===== src/rtl/sc_pkg.sv =====
// ---------------------------------------------------------------
// sc_pkg : shared types and helpers for the stochastic adder tree
// Rev 1.0
// ---------------------------------------------------------------
`default_nettype none

package sc_pkg;

  typedef enum logic {
    ST_IDLE  = 1'b0,
    ST_COUNT = 1'b1
  } cnt_state_e;

  // Smallest r with 2**r >= v; usable in constant (parameter) context.
  function automatic int clog2(input int v);
    int r;
    r = 0;
    for (int i = 0; i < 31; i++) begin
      if ((1 << i) < v) r = i + 1;
    end
    return r;
  endfunction

endpackage

`default_nettype wire


===== src/rtl/sc_toggle_adder.sv =====
// ---------------------------------------------------------------
// sc_toggle_adder : two-input stochastic scaled adder using a toggle bit
// Rev 1.0
// ---------------------------------------------------------------
`default_nettype none

module sc_toggle_adder (
  input  logic clk,
  input  logic rst,
  input  logic en,
  input  logic a,
  input  logic b,
  output logic out
);

  logic t_q;

  // Agreeing inputs pass straight through; disagreeing inputs alternate 0/1.
  assign out = (a == b) ? a : t_q;

  always_ff @(posedge clk or negedge rst) begin
    if (!rst) begin
      t_q <= 1'b0;
    end else if (en && (a != b)) begin
      t_q <= ~t_q;
    end
  end

endmodule

`default_nettype wire


===== src/rtl/alaghi_adder_tree.sv =====
// ---------------------------------------------------------------
// alaghi_adder_tree : pipelined toggle-adder tree producing sum/P bitstream,
//                     plus a windowed ones counter on the output stream
// Rev 1.0
// ---------------------------------------------------------------
`default_nettype none

module alaghi_adder_tree
  import sc_pkg::*;
#(
  parameter int N     = 16,
  parameter int CNT_W = 16
) (
  input  logic             clk,
  input  logic             rst,
  input  logic [N-1:0]     x,
  input  logic             in_valid,
  output logic             out,
  output logic             out_valid,
  input  logic             start,
  input  logic [CNT_W-1:0] sample_len,
  output logic             busy,
  output logic             done,
  output logic [CNT_W-1:0] count_out
);

  localparam int D = clog2(N);
  localparam int P = 1 << D;

  // Tree nodes are heap-indexed: root at 0, children of i at 2i+1 / 2i+2,
  // leaves (combinational, padded with zeros) at heap index P-1+j.
  logic [P-1:0] leaf;
  logic [P-2:0] node_q;
  logic [P-2:0] node_d;
  logic [P-2:0] node_en;
  logic [D-1:0] vld_q;

  always_comb begin
    leaf        = '0;
    leaf[N-1:0] = x;
  end

  generate
    for (genvar k = 1; k <= D; k++) begin : g_lvl
      for (genvar j = 0; j < (P >> k); j++) begin : g_cell
        localparam int IDX = (1 << (D - k)) - 1 + j;
        logic a;
        logic b;
        logic en;

        if (k == 1) begin : g_leaf
          assign a  = leaf[2*j];
          assign b  = leaf[2*j+1];
          assign en = in_valid;
        end else begin : g_inner
          assign a  = node_q[2*IDX+1];
          assign b  = node_q[2*IDX+2];
          assign en = vld_q[k-2];
        end

        assign node_en[IDX] = en;

        sc_toggle_adder u_cell (
          .clk (clk),
          .rst (rst),
          .en  (en),
          .a   (a),
          .b   (b),
          .out (node_d[IDX])
        );
      end
    end
  endgenerate

  // Level registers only capture on their input valid so gaps leave state intact.
  always_ff @(posedge clk or negedge rst) begin
    if (!rst) begin
      node_q <= '0;
      vld_q  <= '0;
    end else begin
      vld_q[0] <= in_valid;
      for (int k = 1; k < D; k++) begin
        vld_q[k] <= vld_q[k-1];
      end
      for (int i = 0; i < P - 1; i++) begin
        if (node_en[i]) node_q[i] <= node_d[i];
      end
    end
  end

  assign out       = node_q[0];
  assign out_valid = vld_q[D-1];

  cnt_state_e       state_q, state_d;
  logic [CNT_W-1:0] len_q, len_d;
  logic [CNT_W-1:0] seen_q, seen_d;
  logic [CNT_W-1:0] ones_q, ones_d;
  logic [CNT_W-1:0] count_q, count_d;
  logic             done_q, done_d;
  logic [CNT_W-1:0] seen_inc;

  assign seen_inc = seen_q + CNT_W'(1);

  always_comb begin
    state_d = state_q;
    len_d   = len_q;
    seen_d  = seen_q;
    ones_d  = ones_q;
    count_d = count_q;
    done_d  = 1'b0;

    if (start) begin
      // A new start always wins, aborting any window in progress.
      if (sample_len == '0) begin
        count_d = '0;
        done_d  = 1'b1;
        state_d = ST_IDLE;
      end else begin
        state_d = ST_COUNT;
        len_d   = sample_len;
        seen_d  = '0;
        ones_d  = '0;
      end
    end else if ((state_q == ST_COUNT) && out_valid) begin
      seen_d = seen_inc;
      if (out && (ones_q != {CNT_W{1'b1}})) begin
        ones_d = ones_q + CNT_W'(1);
      end
      if (seen_inc == len_q) begin
        count_d = ones_d;
        done_d  = 1'b1;
        state_d = ST_IDLE;
      end
    end
  end

  always_ff @(posedge clk or negedge rst) begin
    if (!rst) begin
      state_q <= ST_IDLE;
      len_q   <= '0;
      seen_q  <= '0;
      ones_q  <= '0;
      count_q <= '0;
      done_q  <= 1'b0;
    end else begin
      state_q <= state_d;
      len_q   <= len_d;
      seen_q  <= seen_d;
      ones_q  <= ones_d;
      count_q <= count_d;
      done_q  <= done_d;
    end
  end

  assign busy      = (state_q == ST_COUNT);
  assign done      = done_q;
  assign count_out = count_q;

endmodule

`default_nettype wire

===== config.mk =====
export PLATFORM = sky130hd
export DESIGN_NAME = alaghi_adder_tree
export DESIGN_NICKNAME = d
export VERILOG_FILES = /design/src/rtl/sc_pkg.sv /design/src/rtl/sc_toggle_adder.sv /design/src/rtl/alaghi_adder_tree.sv
export SDC_FILE = /design/constraint.sdc
export NUM_CORES = 1
export LEC_CHECK = 0
export CORE_MARGIN = 2
export CORE_UTILIZATION = 57
export CTS_BUF_LIST = sky130_fd_sc_hd__clkbuf_4 sky130_fd_sc_hd__clkbuf_8
export CTS_CLUSTER_DIAMETER = 120
export DETAILED_ROUTE_END_ITERATION = 10
export PLACE_DENSITY_LB_ADDON = 0.12
export SLEW_MARGIN = 20
export SYNTH_ARGS = -nofsm -noshare
export SYNTH_HDL_FRONTEND = slang
export SYNTH_HIERARCHICAL = 1
export SYNTH_SLANG_ARGS = --single-unit

===== constraint.sdc =====
create_clock -name clk -period 4.2 [get_ports clk]
set_input_delay 0.42 -clock clk [delete_from_list [all_inputs] [get_ports clk]]
set_output_delay 0.42 -clock clk [all_outputs]
set_load 0.01 [all_outputs]

==> reports/metrics.csv <==
metric,value,unit
Ports,56,
grt total ovfl,0,
largest stage delay on the critical path,510,ps
first-pass GRT wire length,21.9,mm
Initial DRC Count,301,
Die Span X,105,um
post-synthesis cell type count,74,
"leading cell type in the layout, fill and taps excluded",dfrtp_1,
worst hold path type,input port to async pin,
Root Driver,clkbuf_8,
Filler Cell Count,811,
Max clock buf depth,2,
# clock sinks,100,
"area leader, netlist",dfrtp_1,
Slew @ Worst Pin,1100,ps
max_slew headroom,26.4,%
final setup TNS,0,ps
Post-synth EDFFs,0,
CP max FO,17,
post-layout min period,3140,ps
GRT Util Overall,24.9,%
outcome,completed,
maximum clock frequency,318,MHz
net switching power,812,uW
core area,0.0101,mm2
CP endpoint kind,register,
WL per Instance,17.7,um
CTS Buf Count,9,
Clock power frac,24.7,%
CP bufs+invs,0,
syn avg cell area,10.4,um2
worst path required time,4470,ps
register share of total power,52.2,%
Slew Limit Fails,0,
largest net degree at the start of global routing,63,
Comb pwr share,23.1,%
# nets final,633,
Peak supply drop,265,uV
clk_lat worst skew,380,ps
Fin. Hold Viols,0,
clock skew,14.6,ps
vias in the first global route,4446,
HPWL after detailed placement,9.09,mm
ys async rst share,100,%
Synth Warn #,6,
area share of the largest cell type after synthesis,42.7,%
"CP delay by family, top",compound AO/OA/AOI/OAI gates,
Detail Route Antenna Nets,0,
Mapped Cells,563,
sequence of cells on the critical path,ha_1 -> and4_1 -> nand4_1 -> xnor2_1 -> o211ai_2 -> o311a_1 -> a221o_1,
Critical Path AT,3420,ps
final setup vio count,0,
Initial Util,57.8,%
sequential share of the synthesized area,42.7,%
CP max stage cell,o311a_1,
final instance area,0.00660,mm2
Synth Register Bits,100,
DRC,0,
Post CTS Setup Buffer Count,0,
Lkg Pwr,0.00261,uW
ANT cells,0,
initial antenna violation count,0,
Max Cap Violations,0,
final WL,13.0,mm
Post-Syn Area,0.00586,mm2
Synth area leaders,"dfrtp_1 (43%), mux2_2 (6.0%), xnor2_1 (5.2%), nand2_1 (4.9%), xor2_1 (3.9%)",
htree depth,3,
Syn Nets,601,
drt pass-1 iters,5,
CTS tree,built,
"commonest cells after routing, fill and taps aside","dfrtp_1 (100), nand2_1 (76), clkdlybuf4s50_1 (54)",
Port Buffers,55,
ys flop type,dfrtp_1,
DR vias,4488,
Final period util,74.8,%
fraction of layout cells with a size suffix above 1,15.3,%
crit start category,register,
Sw Ratio,32.3,%
placed inst area,0.00640,mm2
Site Rows,37,
cts hold-fix bufs,0,
Clock transition at path regs,110,ps
Setup Crit Path Kind,register to register,
RD Place Congestion,0.961,
Die Y,105,um
RSZ-0062 raised after global routing,false,
Power Dens Cells,380,mW/mm2
cell internal pwr,1700,uW
Die ar.,0.0111,mm2
Vias per Instance,6.10,
Area growth syn-to-layout,12.6,%
post-CTS sizing,0,
worst register-to-register path, stage by stage (launching register included):
cell and delay (ps):
dfrtp_1 480, ha_1 370, and4_1 410, nand4_1 240
xnor2_1 280, o211ai_2 480, o311a_1 510, a221o_1 260
registers in the layout (all words and copies together) (netlist names):
name	count
len_q	16
node_q	15
seen_q	16
done	1
vld_q	4
g_lvl.g_cell.u_cell/t_q	15
ones_q	16
busy	1
count_out	16
cells in the mapped netlist (all sizes together), types with 11 or more instances:
cell type	number
nand4	13
xnor2	35
o211ai	20
o21ai	40
nor2	30
and3	11
nand3	19
buf	14
o311ai	14
dfrtp	100
mux2	31
a21oi	12
xor2	26
maj3	15
nand2	76
clkbuf	24
final timing paths:
| path | startpoint | end | slack (ps) | cells past startpoint |
|---|---|---|---|---|
| max | seen_q[0] | count_out[2] | 1060 | 7 |
| min | rst | seen_q[10] | 100 | 1 |
| max reg2reg | seen_q[0] | count_out[2] | 1060 | 7 |
| min reg2reg | vld_q[2] | vld_q[3] | 460 | 0 |
| max in group asynchronous | rst | ones_q[13] | 3080 | 2 |
| min in group clk | vld_q[2] | vld_q[3] | 460 | 0 |
cell families after synthesis:
group	count (synthesis)	share of synthesized area, %
buf+inv	40	4.25
xor+xnor	61	9.12
fa+ha+maj	17	2.99
compound gates	121	16.9
flops	100	42.7
mux	39	7.32
simple gates	185	16.7
per-layer routing:
layer	routed length, um	vias up	global-route usage, %
met5	0	-	0
met4	250	0	9.14
met3	647	19	4.70
met2	6330	117	40.6
met1	5810	2240	33.2
li1	-	2112	-
stage by stage:
stage	worst slack [ps]	hold WS, ps	cells	total power [uW]	util, %
after floorplan	1790	124	563	1720	-
final	1060	104	736	2510	65.1
after global placement	1000	413	720	1880	63.1
after global routing	937	171	736	2660	65.1
after detailed placement	985	420	720	1910	63.1
after CTS	1090	123	736	2540	65.1
layout make-up:
| cell class | count | area, um2 | share of cell area [%] |
|---|---|---|---|
| flip-flops and latches | 100 | 2500 | 37.9 |
| repair buffers | 59 | 591 | 8.95 |
| clock buffers | 9 | 124 | 1.88 |
| multi-input cells | 423 | 3130 | 47.4 |
| clock inverters | 7 | 75.1 | 1.14 |
| inverters | 2 | 7.51 | 0.114 |
| well taps | 136 | 170 | 2.58 |
power by group through the flow:
| stage | clock (uW) | combinational [uW] | sequential [uW] |
|---|---|---|---|
| after floorplan | 0 | 442 | 1280 |
| after detailed placement | 0 | 582 | 1330 |
| after CTS | 640 | 590 | 1310 |
| after global routing | 679 | 645 | 1340 |
| final | 620 | 581 | 1310 |
| after global placement | 0 | 564 | 1320 |
(Power assumes the default switching activity.)
